**src/rtl/deck_receiver_if.sv**
```systemverilog
// Load and deal signal bundle between the shuffler/controller side and the
// deck receiver. The receiver connects through the slave modport; the
// environment driving the loads and deal requests uses master.
interface deck_receiver_if;
  logic       load_flag;
  logic [5:0] card;
  logic       reload;
  logic       deal_req;
  logic       deal_valid;
  logic [5:0] deal_card;
  logic [3:0] deal_rank;
  logic [1:0] deal_suit;
  logic [3:0] deal_points;
  logic [5:0] cards_left;
  logic       deck_ready;
  logic       deck_low;
  logic       dup_err;
  logic       load_err;

  modport master (
    output load_flag, card, reload, deal_req,
    input  deal_valid, deal_card, deal_rank, deal_suit, deal_points,
           cards_left, deck_ready, deck_low, dup_err, load_err
  );

  modport slave (
    input  load_flag, card, reload, deal_req,
    output deal_valid, deal_card, deal_rank, deal_suit, deal_points,
           cards_left, deck_ready, deck_low, dup_err, load_err
  );
endinterface

```
**src/rtl/deck_receiver.sv**
```systemverilog
// Deck receiver: captures a 52-card stream from the shuffler (one card every
// second clock), checks it for out-of-range and duplicate cards, and deals
// the stored cards in arrival order with rank/suit/points decoded.
module deck_receiver #(
  parameter int unsigned DECK_SIZE  = 52,
  parameter int unsigned LOW_THRESH = 15
) (
  input logic            clk,
  input logic            rst,
  deck_receiver_if.slave bus
);

  typedef enum logic [1:0] {IDLE, LOAD, READY, EMPTY} state_t;

  localparam logic [5:0] FULL = 6'(DECK_SIZE);
  localparam logic [5:0] LAST = 6'(DECK_SIZE - 1);
  localparam logic [5:0] LOW  = 6'(LOW_THRESH);

  state_t         state;
  logic           phase;
  logic           lf_d;
  logic           rise;
  logic           capture;
  logic [5:0]     wr_ptr;
  logic [5:0]     rd_ptr;
  logic [5:0]     cards_left;
  logic [DECK_SIZE-1:0] seen;
  logic [5:0]     deck [DECK_SIZE];

  logic           deal_valid;
  logic [5:0]     deal_card;
  logic [3:0]     deal_rank;
  logic [1:0]     deal_suit;
  logic [3:0]     deal_points;
  logic           dup_err;
  logic           load_err;

  logic [5:0]     head;
  logic [5:0]     head_rem;
  logic [1:0]     head_suit;
  logic [3:0]     head_rank;
  logic [3:0]     head_points;

  // lf_d resets high, so a flag already high out of reset is not a rise
  assign rise    = bus.load_flag && !lf_d;
  // a reload or a falling load_flag on a capture edge drops that card
  assign capture = (state == LOAD) && phase && bus.load_flag && !bus.reload;

  // rd_ptr reaches 52 once the deck is exhausted; keep the read in range
  assign head = (rd_ptr < FULL) ? deck[rd_ptr] : '0;

  // decode the card at the read pointer with a compare chain by 13
  always_comb begin
    head_suit = 2'd0;
    head_rem  = head;
    if (head >= 6'd39) begin
      head_suit = 2'd3;
      head_rem  = head - 6'd39;
    end else if (head >= 6'd26) begin
      head_suit = 2'd2;
      head_rem  = head - 6'd26;
    end else if (head >= 6'd13) begin
      head_suit = 2'd1;
      head_rem  = head - 6'd13;
    end
    head_rank = head_rem[3:0] + 4'd1;
    if (head_rank == 4'd1)
      head_points = 4'd11;
    else if (head_rank > 4'd10)
      head_points = 4'd10;
    else
      head_points = head_rank;
  end

  // card storage, written in arrival order on each capture edge
  always_ff @(posedge clk) begin
    if (capture)
      deck[wr_ptr] <= bus.card;
  end

  // load/deal state machine with stream checking and registered deal outputs
  always_ff @(posedge clk) begin
    if (!rst) begin
      state       <= IDLE;
      phase       <= 1'b0;
      lf_d        <= 1'b1;
      wr_ptr      <= '0;
      rd_ptr      <= '0;
      cards_left  <= '0;
      seen        <= '0;
      deal_valid  <= 1'b0;
      deal_card   <= '0;
      deal_rank   <= '0;
      deal_suit   <= '0;
      deal_points <= '0;
      dup_err     <= 1'b0;
      load_err    <= 1'b0;
    end else begin
      lf_d       <= bus.load_flag;
      deal_valid <= 1'b0;
      if (bus.reload) begin
        state      <= IDLE;
        phase      <= 1'b0;
        wr_ptr     <= '0;
        rd_ptr     <= '0;
        cards_left <= '0;
        seen       <= '0;
      end else begin
        case (state)
          IDLE: begin
            if (rise) begin
              state  <= LOAD;
              phase  <= 1'b1;
              wr_ptr <= '0;
              rd_ptr <= '0;
              seen   <= '0;
            end
          end
          LOAD: begin
            if (!bus.load_flag) begin
              load_err   <= 1'b1;
              state      <= IDLE;
              phase      <= 1'b0;
              wr_ptr     <= '0;
              rd_ptr     <= '0;
              cards_left <= '0;
              seen       <= '0;
            end else begin
              phase <= !phase;
              if (phase) begin
                wr_ptr     <= wr_ptr + 6'd1;
                cards_left <= cards_left + 6'd1;
                if (bus.card >= FULL)
                  load_err <= 1'b1;
                else if (seen[bus.card])
                  dup_err <= 1'b1;
                else
                  seen[bus.card] <= 1'b1;
                if (wr_ptr == LAST)
                  state <= READY;
              end
            end
          end
          READY: begin
            if (bus.deal_req && (cards_left != '0)) begin
              deal_valid  <= 1'b1;
              deal_card   <= head;
              deal_rank   <= head_rank;
              deal_suit   <= head_suit;
              deal_points <= head_points;
              rd_ptr      <= rd_ptr + 6'd1;
              cards_left  <= cards_left - 6'd1;
              if (cards_left == 6'd1)
                state <= EMPTY;
            end
          end
          EMPTY: ;
          default: state <= IDLE;
        endcase
      end
    end
  end

  assign bus.deal_valid  = deal_valid;
  assign bus.deal_card   = deal_card;
  assign bus.deal_rank   = deal_rank;
  assign bus.deal_suit   = deal_suit;
  assign bus.deal_points = deal_points;
  assign bus.cards_left  = cards_left;
  assign bus.deck_ready  = (state == READY);
  assign bus.deck_low    = (state == READY) && (cards_left <= LOW);
  assign bus.dup_err     = dup_err;
  assign bus.load_err    = load_err;

endmodule

```
**src/flat_wrapper.sv**
```systemverilog
// flat-port wrapper written by rule: the top's interface ports become plain ports
module deck_receiver_flat 
#(
  parameter int unsigned DECK_SIZE  = 52,
  parameter int unsigned LOW_THRESH = 15
)
  (clk, rst, bus_load_flag, bus_card, bus_reload, bus_deal_req, bus_deal_valid, bus_deal_card, bus_deal_rank, bus_deal_suit, bus_deal_points, bus_cards_left, bus_deck_ready, bus_deck_low, bus_dup_err, bus_load_err);
  deck_receiver_if bus_i ();
  input logic clk;
  input logic rst;
  input wire logic [$bits(bus_i.load_flag)-1:0] bus_load_flag;
  input wire logic [$bits(bus_i.card)-1:0] bus_card;
  input wire logic [$bits(bus_i.reload)-1:0] bus_reload;
  input wire logic [$bits(bus_i.deal_req)-1:0] bus_deal_req;
  output wire logic [$bits(bus_i.deal_valid)-1:0] bus_deal_valid;
  output wire logic [$bits(bus_i.deal_card)-1:0] bus_deal_card;
  output wire logic [$bits(bus_i.deal_rank)-1:0] bus_deal_rank;
  output wire logic [$bits(bus_i.deal_suit)-1:0] bus_deal_suit;
  output wire logic [$bits(bus_i.deal_points)-1:0] bus_deal_points;
  output wire logic [$bits(bus_i.cards_left)-1:0] bus_cards_left;
  output wire logic [$bits(bus_i.deck_ready)-1:0] bus_deck_ready;
  output wire logic [$bits(bus_i.deck_low)-1:0] bus_deck_low;
  output wire logic [$bits(bus_i.dup_err)-1:0] bus_dup_err;
  output wire logic [$bits(bus_i.load_err)-1:0] bus_load_err;
  assign bus_i.load_flag = bus_load_flag;
  assign bus_i.card = bus_card;
  assign bus_i.reload = bus_reload;
  assign bus_i.deal_req = bus_deal_req;
  assign bus_deal_valid = bus_i.deal_valid;
  assign bus_deal_card = bus_i.deal_card;
  assign bus_deal_rank = bus_i.deal_rank;
  assign bus_deal_suit = bus_i.deal_suit;
  assign bus_deal_points = bus_i.deal_points;
  assign bus_cards_left = bus_i.cards_left;
  assign bus_deck_ready = bus_i.deck_ready;
  assign bus_deck_low = bus_i.deck_low;
  assign bus_dup_err = bus_i.dup_err;
  assign bus_load_err = bus_i.load_err;
  deck_receiver #(.DECK_SIZE(DECK_SIZE), .LOW_THRESH(LOW_THRESH)) u_core (.clk(clk), .rst(rst), .bus(bus_i));
endmodule
```
**config.mk**
```make
export PLATFORM = sky130hd
export DESIGN_NAME = deck_receiver_flat
export DESIGN_NICKNAME = d
export VERILOG_FILES = /design/src/rtl/deck_receiver_if.sv /design/src/rtl/deck_receiver.sv /design/src/flat_wrapper.sv
export SDC_FILE = /design/constraint.sdc
export NUM_CORES = 1
export LEC_CHECK = 0
export ABC_AREA = 1
export CORE_MARGIN = 2
export CORE_UTILIZATION = 62
export CTS_CLUSTER_SIZE = 12
export DETAILED_ROUTE_END_ITERATION = 8
export MAX_ROUTING_LAYER = met4
export PLACE_DENSITY = 0.84
export SLEW_MARGIN = 20
export SYNTH_ARGS = -nofsm -noshare
export SYNTH_HDL_FRONTEND = slang
export SYNTH_SLANG_ARGS = --single-unit
```
**constraint.sdc**
```tcl
create_clock -name clk -period 4.4 [get_ports clk]
set_input_delay 0.88 -clock clk [delete_from_list [all_inputs] [get_ports clk]]
set_output_delay 0.88 -clock clk [all_outputs]
set_load 0.02 [all_outputs]
```
==> summary.txt <==
Timing
  – Post-layout minimum cycle time: about 4000 ps
  – Fin Setup TNS: 0 ps
  – Hold Vio Cnt, Final: 0
  – Max-slew headroom: 0.283
  – Setup violations, final: 0
  – Final period util: 0.909
  – Fmax: 250 MHz
  – Slew Limit Fails: 0
  – Slew of the pin with the lowest slew margin: around 1100 ps
  – Skew final: 18.5 ps

Global routing
  – Vias in the first global route: ~13000
  – Total gr overflow: 0
  – Largest net degree at the start of global routing: 97
  – Antenna violations before repair: 0
  – Global-route wire length before repair: about 67 mm
  – Total GRT Usage: 0.289

Yosys
  – Post-Syn Nets: 1788
  – Mapped cell area: 17800 um^2
  – Post-synth cell types: 47
  – Syn Area/Cell: about 10 um^2
  – Largest cells by area after synthesis: edfxtp_1 (53%), dfxtp_1 (11%), nand2_1 (8.3%)
  – Synth area leader: edfxtp_1
  – Yosys top cell area share: 0.526
  – YS warnings: 0
  – Cells after Synth: 1756
  – Seq/Total Area, Yosys: 0.637
  – FF+latch count, synth: 411

Clock tree
  – Root Driver: clkbuf_16
  – CTS resizes: 0
  – Num CTS Buffers: 42
  – Worst skew pair latency: 530 ps
  – Setup bufs post-CTS: 0
  – CTS hold repair buffers: 0
  – Clock tree sinks: 411
  – CTS tree: built
  – Clock Path Buffers: 3
  – CTS clock-pin slew for the worst setup and hold paths: 60 ps
  – # H-tree levels: 2

Detailed routing
  – Vias post-DR: approximately 13000
  – Final ANT Viol Nets: 0
  – First-pass DRT Iterations: 6
  – DR iter-0 viols: 1987
  – DRC Markers: 0
  – DRT Wirelength: 42.9 mm
  – Vias per inst: about 6.0
  – Wire per inst: 19.5 um

Power and ir drop
  – Pwr dens: 402 nW/um^2
  – Peak supply drop: about 0.3 mV
  – Power Total: 7.95 mW
  – Leakage: 7.11 nW

Die
  – Die Span Y: ~170 um
  – Die Footprint: 30100 um^2
  – Io pins: 38
  – Die width: 174 um
  – Initial Util: 0.626
  – FP Rows: slightly above 60
  – Core area: 28500 um^2

Worst setup path
  – Max incr delay on CP: 460 ps
  – Top delay family on crit path: simple AND/OR/NAND/NOR gates
  – Crit Path Class: reg -> reg
  – WP data required: 4860 ps
  – CP dominant cell by count: nand2_1
  – CP Launch Type: flip-flop
  – Buffers plus inverters on the worst setup path: 5
  – Slowest cell on the critical path: dfxtp_4
  – CP arrival: ~4500 ps
  – Critical path endpoint category: flip-flop
  – CP max FO: 36

Placement
  – Dpl hpwl: 25.8 mm
  – Placed cell area: 18500 um^2
  – Port bufs: 37
  – Routability Congestion: about 0.93

Finish
  – Share of cells above drive strength 1: 0.0738
  – Core occupancy in the finished layout: 0.695
  – Most frequent cells in the layout: nand2_1 (393), edfxtp_1 (312), nand3_1 (277)
  – Most common cell after layout, fill and taps aside: nand2_1
  – Design area: between 15000 and 20000 um^2
  – Layout Area Growth over Synthesis: 11.0%
  – # nets final: 1820
  – # diodes: 0

Status
  – Run status: finished clean

Worst hold path
  – Hold Path Class: reg -> reg

Job
  – Max-Cap Viols: 0
## logic make-up (layout without fill, tap and decap cells)
| logic type | after synthesis | in the layout | synth area share |
|---|---|---|---|
| simple gates | 890 | 890 | 0.217 |
| fa+ha+maj | 21 | 21 | 0.0147 |
| buf+inv | 224 | 284 | 0.0610 |
| flops | 411 | 411 | 0.637 |
| xor+xnor | 5 | 5 | 0.00246 |
| compound gates | 205 | 205 | 0.0682 |
## path summary, 6_finish.rpt
path / start / to / slack, ps / depth (start not counted)
worst max-delay path: flip-flop / u_core.bus.deal_points[3] / 400 / 28
worst min-delay path: u_core.bus.deal_rank[1] / u_core.bus.deal_rank[1] / 470 / 2
worst max register to register: flip-flop / u_core.bus.deal_points[3] / 400 / 28
worst min register to register: u_core.bus.deal_rank[1] / u_core.bus.deal_rank[1] / 470 / 2
## cell usage after synthesis, drive strengths merged
cell	n
nor3	24
o21a	2
a21oi	59
a22oi	5
nor2	162
o211ai	11
o221ai	5
a221oi	6
o21ai	65
nand4	8
a2111oi	1
nand2	405
buf	62
xor2	5
o41ai	3
nor3b	3
dfxtp	99
o22ai	13
nor4	2
clkbuf	27
a31oi	26
nand3	279
edfxtp	312
ha	21
a211oi	6
o311ai	1
a22o	1
or2	7
inv	130
clkinv	5
o31ai	1
## sequential cells by signal, indices dropped and copies added, names as in the netlist, named ones only
name / flops
u_core.deck: 312
u_core.seen: 52
u_core.bus.cards_left: 6
u_core.bus.deal_card: 6
u_core.rd_ptr: 6
u_core.wr_ptr: 6
u_core.bus.deal_points: 4
u_core.bus.deal_rank: 4
u_core.bus.deal_suit: 2
u_core.state: 2
u_core.bus.deal_valid: 1
u_core.bus.dup_err: 1
u_core.bus.load_err: 1
u_core.lf_d: 1
u_core.phase: 1
## metrics by stage
| step | std cells | hold slack (ps) | setup slack, ps |
|---|---|---|---|
| final | 2200 | 467 | 400 |
| after global routing | 2200 | 480 | -0.536 |
| after CTS | 2199 | 461 | 383 |
| after detailed placement | 2127 | 453 | 403 |
| after global placement | 2126 | 446 | 500 |
| after floorplan | 1756 | 430 | 1250 |
## cell type report
type | instances | area (um^2)
fill | 2002 | 8700
inverter | 135 | 514
clock inverter | 7 | 62.6
tap | 384 | 480
clock buffer | 65 | 1200
timing repair buffer | 77 | 752
sequential | 411 | 11400
multi-input combinational | 1121 | 5410
## per-layer routing
layer	vias to the layer above	share of wire	GRT usage
met4	0	0.038	0.108
met5	-	0	-
met3	138	0.099	0.0393
met1	6237	0.38	0.379
met2	803	0.48	0.467
li1	6117	-	-
## worst reg2reg max path: cells and delay by family, from the launching register on
kind,cells,cell delay [ps]
flops,1,460
compound gates,2,330
buf+inv,5,780
simple gates,19,1990
fa+ha+maj,2,370
## power by group
part           switching (mW)  leakage, nW  internal [mW]  total [mW]
clock                    1.39        0.611           1.93        3.32
combinational           0.318         2.89          0.124       0.442
sequential             0.0116         3.60           4.17        4.18
No activity file was read; power rests on OpenSTA's default activity.
